<file path="src/rtl/bus_rr_arbiter.sv">
// bus_rr_arbiter
//   Round-robin arbiter for the shared OR-combined system bus. One level request
//   per master, one-hot registered grant held for a whole transaction (begin to
//   end), with forced release on grant timeout (silent) or transaction timeout
//   (one-cycle bus_error_o pulse).
//
// Ports
//   clk                     system clock, rising edge
//   rst_n                   asynchronous active-low reset
//   arb_request_i           per-master request, level
//   arb_grant_o             one-hot grant, registered
//   bus_beginTransaction_i  combined bus beginTransaction
//   bus_endTransaction_i    combined bus endTransaction
//   bus_busy_i              combined bus busy; blocks new arbitration
//   bus_error_o             one-cycle pulse on transaction timeout
//   arb_owner_o             index of current/last grantee
//   arb_active_o            high while any grant is asserted
//
// State | meaning
//   IDLE  | no grant; arbitrate when a request is present and bus not busy
//   GRANT | grant issued, waiting for beginTransaction (grant timeout)
//   OWNED | transaction in progress, waiting for endTransaction (txn timeout)
module bus_rr_arbiter #(
    parameter  int N_MASTERS     = 4,
    parameter  int GRANT_TIMEOUT = 16,
    parameter  int TXN_TIMEOUT   = 1024,
    localparam int OWNER_W       = $clog2(N_MASTERS)
) (
    input  logic                 clk,
    input  logic                 rst_n,
    input  logic [N_MASTERS-1:0] arb_request_i,
    output logic [N_MASTERS-1:0] arb_grant_o,
    input  logic                 bus_beginTransaction_i,
    input  logic                 bus_endTransaction_i,
    input  logic                 bus_busy_i,
    output logic                 bus_error_o,
    output logic [OWNER_W-1:0]   arb_owner_o,
    output logic                 arb_active_o
);

    localparam int MAX_T = (GRANT_TIMEOUT > TXN_TIMEOUT) ? GRANT_TIMEOUT : TXN_TIMEOUT;
    localparam int CNT_W = $clog2(MAX_T + 1);

    typedef enum logic [1:0] {
        IDLE  = 2'd0,
        GRANT = 2'd1,
        OWNED = 2'd2
    } state_t;

    state_t                 state_q, state_d;
    logic [N_MASTERS-1:0]   grant_q, grant_d;
    logic [OWNER_W-1:0]     owner_q, owner_d;
    logic [OWNER_W-1:0]     ptr_q, ptr_d;
    logic [CNT_W-1:0]       cnt_q, cnt_d;
    logic                   active_q, active_d;
    logic                   error_q, error_d;

    logic [2*N_MASTERS-1:0] req2;
    logic [N_MASTERS-1:0]   rot;
    logic [OWNER_W-1:0]     offset;
    logic [OWNER_W:0]       sum;
    logic [OWNER_W-1:0]     winner;
    logic [OWNER_W-1:0]     next_ptr;
    logic                   rel;

    // Rotate requests so bit 0 is the master at ptr; the lowest set bit of the
    // rotated vector is then the round-robin winner's distance from ptr.
    always_comb begin
        req2   = {arb_request_i, arb_request_i};
        rot    = N_MASTERS'(req2 >> ptr_q);
        offset = '0;
        for (int i = N_MASTERS - 1; i >= 0; i--) begin
            if (rot[i]) offset = OWNER_W'(i);
        end
        sum = {1'b0, ptr_q} + {1'b0, offset};
        if (sum >= (OWNER_W+1)'(N_MASTERS)) sum = sum - (OWNER_W+1)'(N_MASTERS);
        winner   = sum[OWNER_W-1:0];
        next_ptr = (owner_q == OWNER_W'(N_MASTERS - 1)) ? '0 : owner_q + OWNER_W'(1);
    end

    always_comb begin
        state_d  = state_q;
        grant_d  = grant_q;
        owner_d  = owner_q;
        ptr_d    = ptr_q;
        active_d = active_q;
        error_d  = 1'b0;
        rel      = 1'b0;
        // saturating count, never wraps
        cnt_d    = (cnt_q == {CNT_W{1'b1}}) ? cnt_q : cnt_q + CNT_W'(1);

        case (state_q)
            IDLE: begin
                cnt_d = '0;
                if ((|arb_request_i) && !bus_busy_i) begin
                    state_d  = GRANT;
                    grant_d  = N_MASTERS'(1) << winner;
                    owner_d  = winner;
                    active_d = 1'b1;
                end
            end
            GRANT: begin
                if (bus_beginTransaction_i) begin
                    if (bus_endTransaction_i) begin
                        rel = 1'b1;
                    end else begin
                        state_d = OWNED;
                        cnt_d   = '0;
                    end
                end else if (cnt_q == CNT_W'(GRANT_TIMEOUT - 1)) begin
                    rel = 1'b1;
                end
            end
            OWNED: begin
                if (bus_endTransaction_i) begin
                    rel = 1'b1;
                end else if (cnt_q == CNT_W'(TXN_TIMEOUT - 1)) begin
                    rel     = 1'b1;
                    error_d = 1'b1;
                end
            end
            default: begin
                state_d = IDLE;
            end
        endcase

        if (rel) begin
            state_d  = IDLE;
            grant_d  = '0;
            active_d = 1'b0;
            cnt_d    = '0;
            ptr_d    = next_ptr;
        end
    end

    always_ff @(posedge clk or negedge rst_n) begin
        if (!rst_n) begin
            state_q  <= IDLE;
            grant_q  <= '0;
            owner_q  <= '0;
            ptr_q    <= '0;
            cnt_q    <= '0;
            active_q <= 1'b0;
            error_q  <= 1'b0;
        end else begin
            state_q  <= state_d;
            grant_q  <= grant_d;
            owner_q  <= owner_d;
            ptr_q    <= ptr_d;
            cnt_q    <= cnt_d;
            active_q <= active_d;
            error_q  <= error_d;
        end
    end

    assign arb_grant_o  = grant_q;
    assign arb_owner_o  = owner_q;
    assign arb_active_o = active_q;
    assign bus_error_o  = error_q;

endmodule

</file>
<file path="config.mk">
export PLATFORM = sky130hd
export DESIGN_NAME = bus_rr_arbiter
export DESIGN_NICKNAME = d
export VERILOG_FILES = /design/src/rtl/bus_rr_arbiter.sv
export SDC_FILE = /design/constraint.sdc
export NUM_CORES = 1
export LEC_CHECK = 0
export BUFFER_PORTS_ARGS = -buffer_cell sky130_fd_sc_hd__buf_2
export CORE_ASPECT_RATIO = 2
export CORE_MARGIN = 1.5
export CORE_UTILIZATION = 55
export CTS_BUF_LIST = sky130_fd_sc_hd__clkbuf_4 sky130_fd_sc_hd__clkbuf_8
export DETAILED_ROUTE_END_ITERATION = 10
export MAX_ROUTING_LAYER = met4
export PLACE_DENSITY_LB_ADDON = 0.05
export SLEW_MARGIN = 20
export SYNTH_ARGS = -nofsm -noshare
export SYNTH_HDL_FRONTEND = slang
export SYNTH_SLANG_ARGS = --single-unit
</file>
<file path="constraint.sdc">
create_clock -name clk -period 3 [get_ports clk]
set_input_delay 0.3 -clock clk [delete_from_list [all_inputs] [get_ports clk]]
set_output_delay 0.3 -clock clk [all_outputs]
set_load 0.05 [all_outputs]
</file>
* Yosys cells after proc, flatten, opt, wreduce, memory -nomap -nowiden
Cells that the tools add are included.
** Storage, ports and cells
- Register bits :: 23
- Input bits :: 9
- Output and inout port bits :: 8
- Logic and storage cells :: 63
** Cells by class
- Add/subtract/negate cells :: 4
- Magnitude comparators :: 1
- Eq/ne operators :: 10
- Shift-type cells :: 2
- Multiplexer cells :: 30
- Reductions and logical operators :: 9
** Operator list (number)
- $mux W11 :: 4
- $pmux W11 S2 :: 1
- $mux W2 :: 10
- $mux W4 :: 3
- $add A11 B1 Y11 const B :: 1
- $eq A11 B10 Y1 const B :: 1
- $eq A11 B11 Y1 const B :: 1
- $eq A11 B4 Y1 const B :: 1
- $mux W1 :: 10
- $ne A3 B3 Y1 const B :: 3
- $shr A8 B2 Y4 :: 1
- $pmux W2 S3 :: 1
- $eq A2 B2 Y1 const B :: 2
- $reduce_and A2 Y1 :: 2
- $reduce_and A4 Y1 :: 1
- $reduce_bool A2 Y1 :: 2
- $reduce_or A4 Y1 :: 1
- $shl A1 B2 Y4 const A :: 1
- $add A2 B2 Y3 :: 1
- $ge A3 B3 Y1 const B :: 1
- $add A2 B1 Y2 const B :: 1
- $eq A2 B1 Y1 const B :: 1
- $logic_not A2 Y1 :: 1
- $ne A2 B2 Y1 const B :: 1
- 4 further kinds :: 4

* Depth between registers and ports, before layout
- Depth after elaboration :: 12
- Mapped depth :: 11
- Gate-level depth less buffers :: 11

* Least setup slack after synthesis
OpenSTA, ideal clock, no wires.
- Path kind :: register -> register
- From :: reg ptr_q[0]
- To :: reg grant_q[2] (netlist: arb_grant_o[2])
- Setup time :: 77 ps
- Arrival :: 1994 ps
- Data required time :: 2923 ps
- Path slack :: 929 ps
- Stages on the path, launching flop included :: 11
- Buffers on the path :: 1
- Clock period less this slack :: 2071 ps
- Cells stage by stage :: dfrtp_1 -> clkbuf_1 -> or2b_1 -> o22ai_1 -> o21ai_0 -> o221ai_1 -> ha_1 -> xnor2_1 -> nor3b_1 -> mux2i_1 -> a21oi_1
** Between the ends
- Cells in the longest elaborated chain, start to end :: 12
- Elaborated cells between the ends (all ways) :: 13
- Those cells by class :: 2 x add/sub; 1 x order compare; 2 x shift; 8 x mux
** RTL lines
- start, declared :: line 53 : logic [OWNER_W-1:0] ptr_q, ptr_d;
- start signal, assigned :: line 149 : ptr_q <= ptr_d;
- $shr A8 B2 Y4 :: line 70 : rot = N_MASTERS'(req2 >> ptr_q);
- $mux W2 (4 in series) :: line 73 : if (rot[i]) offset = OWNER_W'(i);
- $add A2 B2 Y3 * :: line 75 : sum = {1'b0, ptr_q} + {1'b0, offset};
- $ge A3 B3 Y1 or $sub A2 B1 Y2 (tied branches) :: line 76 : if (sum >= (OWNER_W+1)'(N_MASTERS)) sum = sum - (OWNER_W+1)'(N_MASTERS);
- $mux W2 * :: line 76
- $shl A1 B2 Y4 * :: line 97 : grant_d = N_MASTERS'(1) << winner;
- $mux W4 * :: line 95 : if ((|arb_request_i) && !bus_busy_i) begin
- $mux W4 * :: line 92 : case (state_q)
- $mux W4 * :: line 127 : if (rel) begin
- end signal, assigned :: line 147 : grant_q <= grant_d;
- end, declared :: line 51 : logic [N_MASTERS-1:0] grant_q, grant_d;
Every way passes the cells marked *; elsewhere a longest branch is shown, timed or not. The select of a mux whose other input is x is not followed.
A chain may end at the register's enable or synchronous reset.

* Worst setup path after layout
- From :: reg ptr_q[0]
- To :: reg grant_q[0] (netlist: arb_grant_o[0])
The elaborated chain is that of the path after synthesis.

==> run summary <==
TritonCTS built the clock tree. Global routing used 24.1% of the available tracks. The hold slack is -0.450 ps, and the data arrival time of the critical path is 2470 ps. Number of max-slew violations in the final report: 0. After synthesis, the largest area contributor takes up 39.3% of total cell area.

STA classifies the critical path endpoint as a flip-flop. For the count of endpoints failing hold in the final timing report, the log shows 5. Derived from the worst setup path, the maximum achievable clock frequency is 439 MHz. Relative to the synthesized area, the layout overhead comes to 9.57%.

Buffers inserted during clock tree synthesis total 3. The number of placed instances, taps included, is 203. By startpoint and endpoint, the worst setup path is classified as flip-flop to flip-flop. Counting flops and latches in the post-synthesis netlist gives 23.

For this run, the leading register cell type out of synthesis is sky130_fd_sc_hd__dfrtp_1. In the post-route analysis, the smallest setup slack over all paths is 722 ps. For the post-CTS resize count, the log shows 0.

The Yosys step of the flow raised 0 warnings. The run gives 0 as the number of buffers added to fix hold violations after cts. Once detail routing completed, the nets flagged for antenna violations numbered 0.

In this run the static leakage power is 0.000710 uW. In this run the power density over the cells is 928 mW/mm^2. The worst setup path is launched from a flip-flop. The pin slew with the least headroom to its limit came out at 511 ps.

The filler cells instantiated in the layout total 257. For this run, design rule violations remaining after detail routing come to 0. The flow ran to the end, but the final reports show violations. Synthesis instantiated 40 different standard cells from the library. The via-per-instance ratio is 6.03. The worst hold path class is input pin to async pin. Clock latency on the worst-skew pair: 260 ps.

The logs give 830 um^2 for the area of the multi-input gates and 207 for the non-filler instance count after layout. The die covers 0.00300 mm^2. The worst voltage drop across the vdd grid came out at 0.392 mV. For this configuration, the core starts out at a cell density of 57.7%. Setup repair after global routing left no endpoint under its margin. The worst path in the final design needs a cycle of 2280 ps, including I/O delays and setup. Total detailed-routing wirelength: 3130 um. The clock passes through at most 2 buffers. On the final layout, the worst clock skew is 4.32 ps.

sky130_fd_sc_hd__dfrtp_1 is the most common cell in the netlist. Entering global routing, the biggest net connects 24 pins. In the synthesized netlist, the cells that appear most often are sky130_fd_sc_hd__dfrtp_1 (23), sky130_fd_sc_hd__nand2_1 (18), sky130_fd_sc_hd__nor3_1 (13). For the net count reported at finish, the log shows 195.

The logs give 1201 for the via count of the first global-routing pass and 576 um^2 for the area taken by flip-flops and latches. The tools report the cell area after synthesis as 0.00146 mm^2. After detailed routing, the average wire length per cell comes to 15.1 um. The data required time at the worst endpoint is 3190 ps.

The floorplan step set the die width to 39.5 um. The row count was 26. The detailed router finished its first iteration with 16 violations. The H-tree depth reported by CTS is 1. Wire length of the first global-routing pass: 5150 um.

Summed over all instances, the cell type with the most area after synthesis is sky130_fd_sc_hd__dfrtp_1. The tree is rooted in a sky130_fd_sc_hd__clkbuf_8. The checks that failed: negative hold slack. The layout cell share with drive strength beyond 1 is 16.2%, and the largest fanout on the critical path is 12. The region available for standard cell placement spans 0.00254 mm^2. The number of nets handed over by synthesis was 179.

At the end of routability-driven placement, the weighted congestion stood at 0.874. The count of input and output buffers came out at 16. The number of synthesized flops with an enable pin was 0; the first-pass iteration count of the detailed router was 4. Setup slack at placement: 751 ps. The chip height is 76.0 um, and the total of max-cap violations is 0. The worst slew slack as a fraction of its limit was 65.9%; the number of antenna violations at the first check in global routing was 0. Measured on the finished design, the core utilization comes to 63.2%. Summed over all failing endpoints, the final setup total negative slack is 0 ps. The sequential fraction of the synthesis area was 39.3%; the fraction of registers with async set/reset was 100%. Yosys attributes the largest share of cell area to sky130_fd_sc_hd__dfrtp_1 (39%), sky130_fd_sc_hd__ha_1 (5.1%), sky130_fd_sc_hd__nand2_1 (4.6%), sky130_fd_sc_hd__nor3_1 (4.4%), sky130_fd_sc_hd__mux2i_1 (4.1%). Synthesis handed over a netlist of 164 instances. After clock tree synthesis, the clock-pin slew on the worst setup and hold paths is 80 ps.

The logs give 23 for the clock net sink count and 0 for the setup violation total in the final timing report. Detailed routing inserted a total of 1249 vias. After synthesis, the mean cell area works out to 8.93 um^2. Buffers added to address setup during post-CTS repair amount to 0. Post-route fraction of the period consumed by the critical path: 75.9%. The I/O pin count is 17, and the post-detailed-placement half-perimeter wirelength is 2460 um. After global routing the overflow that remains totals 0.

For the number of inserted diodes, the log shows 0.
==> routing by layer <==
layer	GRT usage, %	wire length, um	up-vias
met3	1.75	63	4
met4	5.17	32	0
met5	-	0	-
met2	43.9	1820	21
met1	26.3	1220	599
li1	-	-	625
==> registers in the layout, summed over array words and instances, names as in the netlist <==
register and cells:
state_q 2, arb_active_o 1, bus_error_o 1, ptr_q 2, cnt_q 11, arb_grant_o 4, arb_owner_o 2
==> cells by family after synthesis <==
group           count (synthesis)  synth area share, %
simple gates                   74                 26.2
compound gates                 31                 14.0
flops                          23                 39.3
buf+inv                        13                 4.02
mux                            10                 7.18
xor+xnor                        7                 4.19
fa+ha+maj                       6                 5.13
==> path summary, 6_finish.rpt <==
check	from	endpoint	slack, ps	cells past startpoint
min in group clk	bus_endTransaction_i	bus_error_o$_DFF_PN0_	230	2
max in group asynchronous	rst_n	cnt_q[5]$_DFF_PN0_	2660	1
min reg2reg	arb_active_o$_DFFE_PN0P_	arb_active_o$_DFFE_PN0P_	510	2
min	rst_n	state_q[1]$_DFFE_PN0P_	-0.5	1
max reg2reg	ptr_q[0]$_DFFE_PN0N_	arb_grant_o[0]$_DFFE_PN0P_	720	9
max	ptr_q[0]$_DFFE_PN0N_	arb_grant_o[0]$_DFFE_PN0P_	720	9
==> report_power, final <==
| part | leakage (uW) | internal (uW) | switching, uW | total (uW) |
|---|---|---|---|---|
| clock | 0.0000255 | 92.6 | 98.4 | 191 |
| sequential | 0.000301 | 402 | 95.9 | 498 |
| combinational | 0.000383 | 294 | 505 | 800 |
| total | 0.000710 | 789 | 700 | 1490 |
==> metrics by stage <==
| step | hold slack [ps] | power [uW] | area, um^2 |
|---|---|---|---|
| CTS | 12.0 | 1500 | 1600 |
| global placement | 297 | 1280 | 1560 |
| finish | -0.450 | 1490 | 1600 |
| global route | 40.5 | 1610 | 1600 |
| detailed placement | 307 | 1300 | 1560 |
| floorplan | 4.41 | 1120 | 1460 |
==> worst max-delay path, cell delays in order (launching register included) <==
cell                       delay, ps
sky130_fd_sc_hd__dfrtp_1         530
sky130_fd_sc_hd__or2b_1          150
sky130_fd_sc_hd__o22ai_1          60
sky130_fd_sc_hd__o21ai_0         180
sky130_fd_sc_hd__o221ai_1        150
sky130_fd_sc_hd__ha_1            220
sky130_fd_sc_hd__xnor2_1         370
sky130_fd_sc_hd__nor3b_1         300
sky130_fd_sc_hd__mux2i_1         110
sky130_fd_sc_hd__a21oi_1         140
==> cells in the final DEF, fill, tap and decap left out, types with 3 or more instances in the layout <==
cell / netlist / final
sky130_fd_sc_hd__nand2_1: 18 / 18
sky130_fd_sc_hd__buf_2: 2 / 16
sky130_fd_sc_hd__nand3_1: 7 / 7
sky130_fd_sc_hd__inv_1: 6 / 6
sky130_fd_sc_hd__a21oi_1: 9 / 9
sky130_fd_sc_hd__mux2_2: 3 / 3
sky130_fd_sc_hd__nor4_1: 5 / 5
sky130_fd_sc_hd__and3_1: 4 / 4
sky130_fd_sc_hd__nor2b_1: 5 / 5
sky130_fd_sc_hd__nand2b_1: 3 / 3
sky130_fd_sc_hd__mux2i_1: 6 / 6
sky130_fd_sc_hd__xnor2_1: 3 / 3
sky130_fd_sc_hd__nor2_1: 10 / 10
sky130_fd_sc_hd__nor3_1: 13 / 13
sky130_fd_sc_hd__clkbuf_8: 0 / 3
sky130_fd_sc_hd__dfrtp_1: 23 / 23
sky130_fd_sc_hd__o21ai_0: 8 / 8
sky130_fd_sc_hd__xor2_1: 4 / 4
sky130_fd_sc_hd__ha_1: 6 / 6
==> cell type report <==
type / instances / area share (%)
clock buffer: 3 / 2.57
clock inverter: 1 / 0.312
inverter: 6 / 1.40
multi-input combinational: 128 / 51.7
sequential: 23 / 35.9
tap: 28 / 2.18
timing repair buffer: 18 / 5.93
Power figures use the tool's default switching activity.
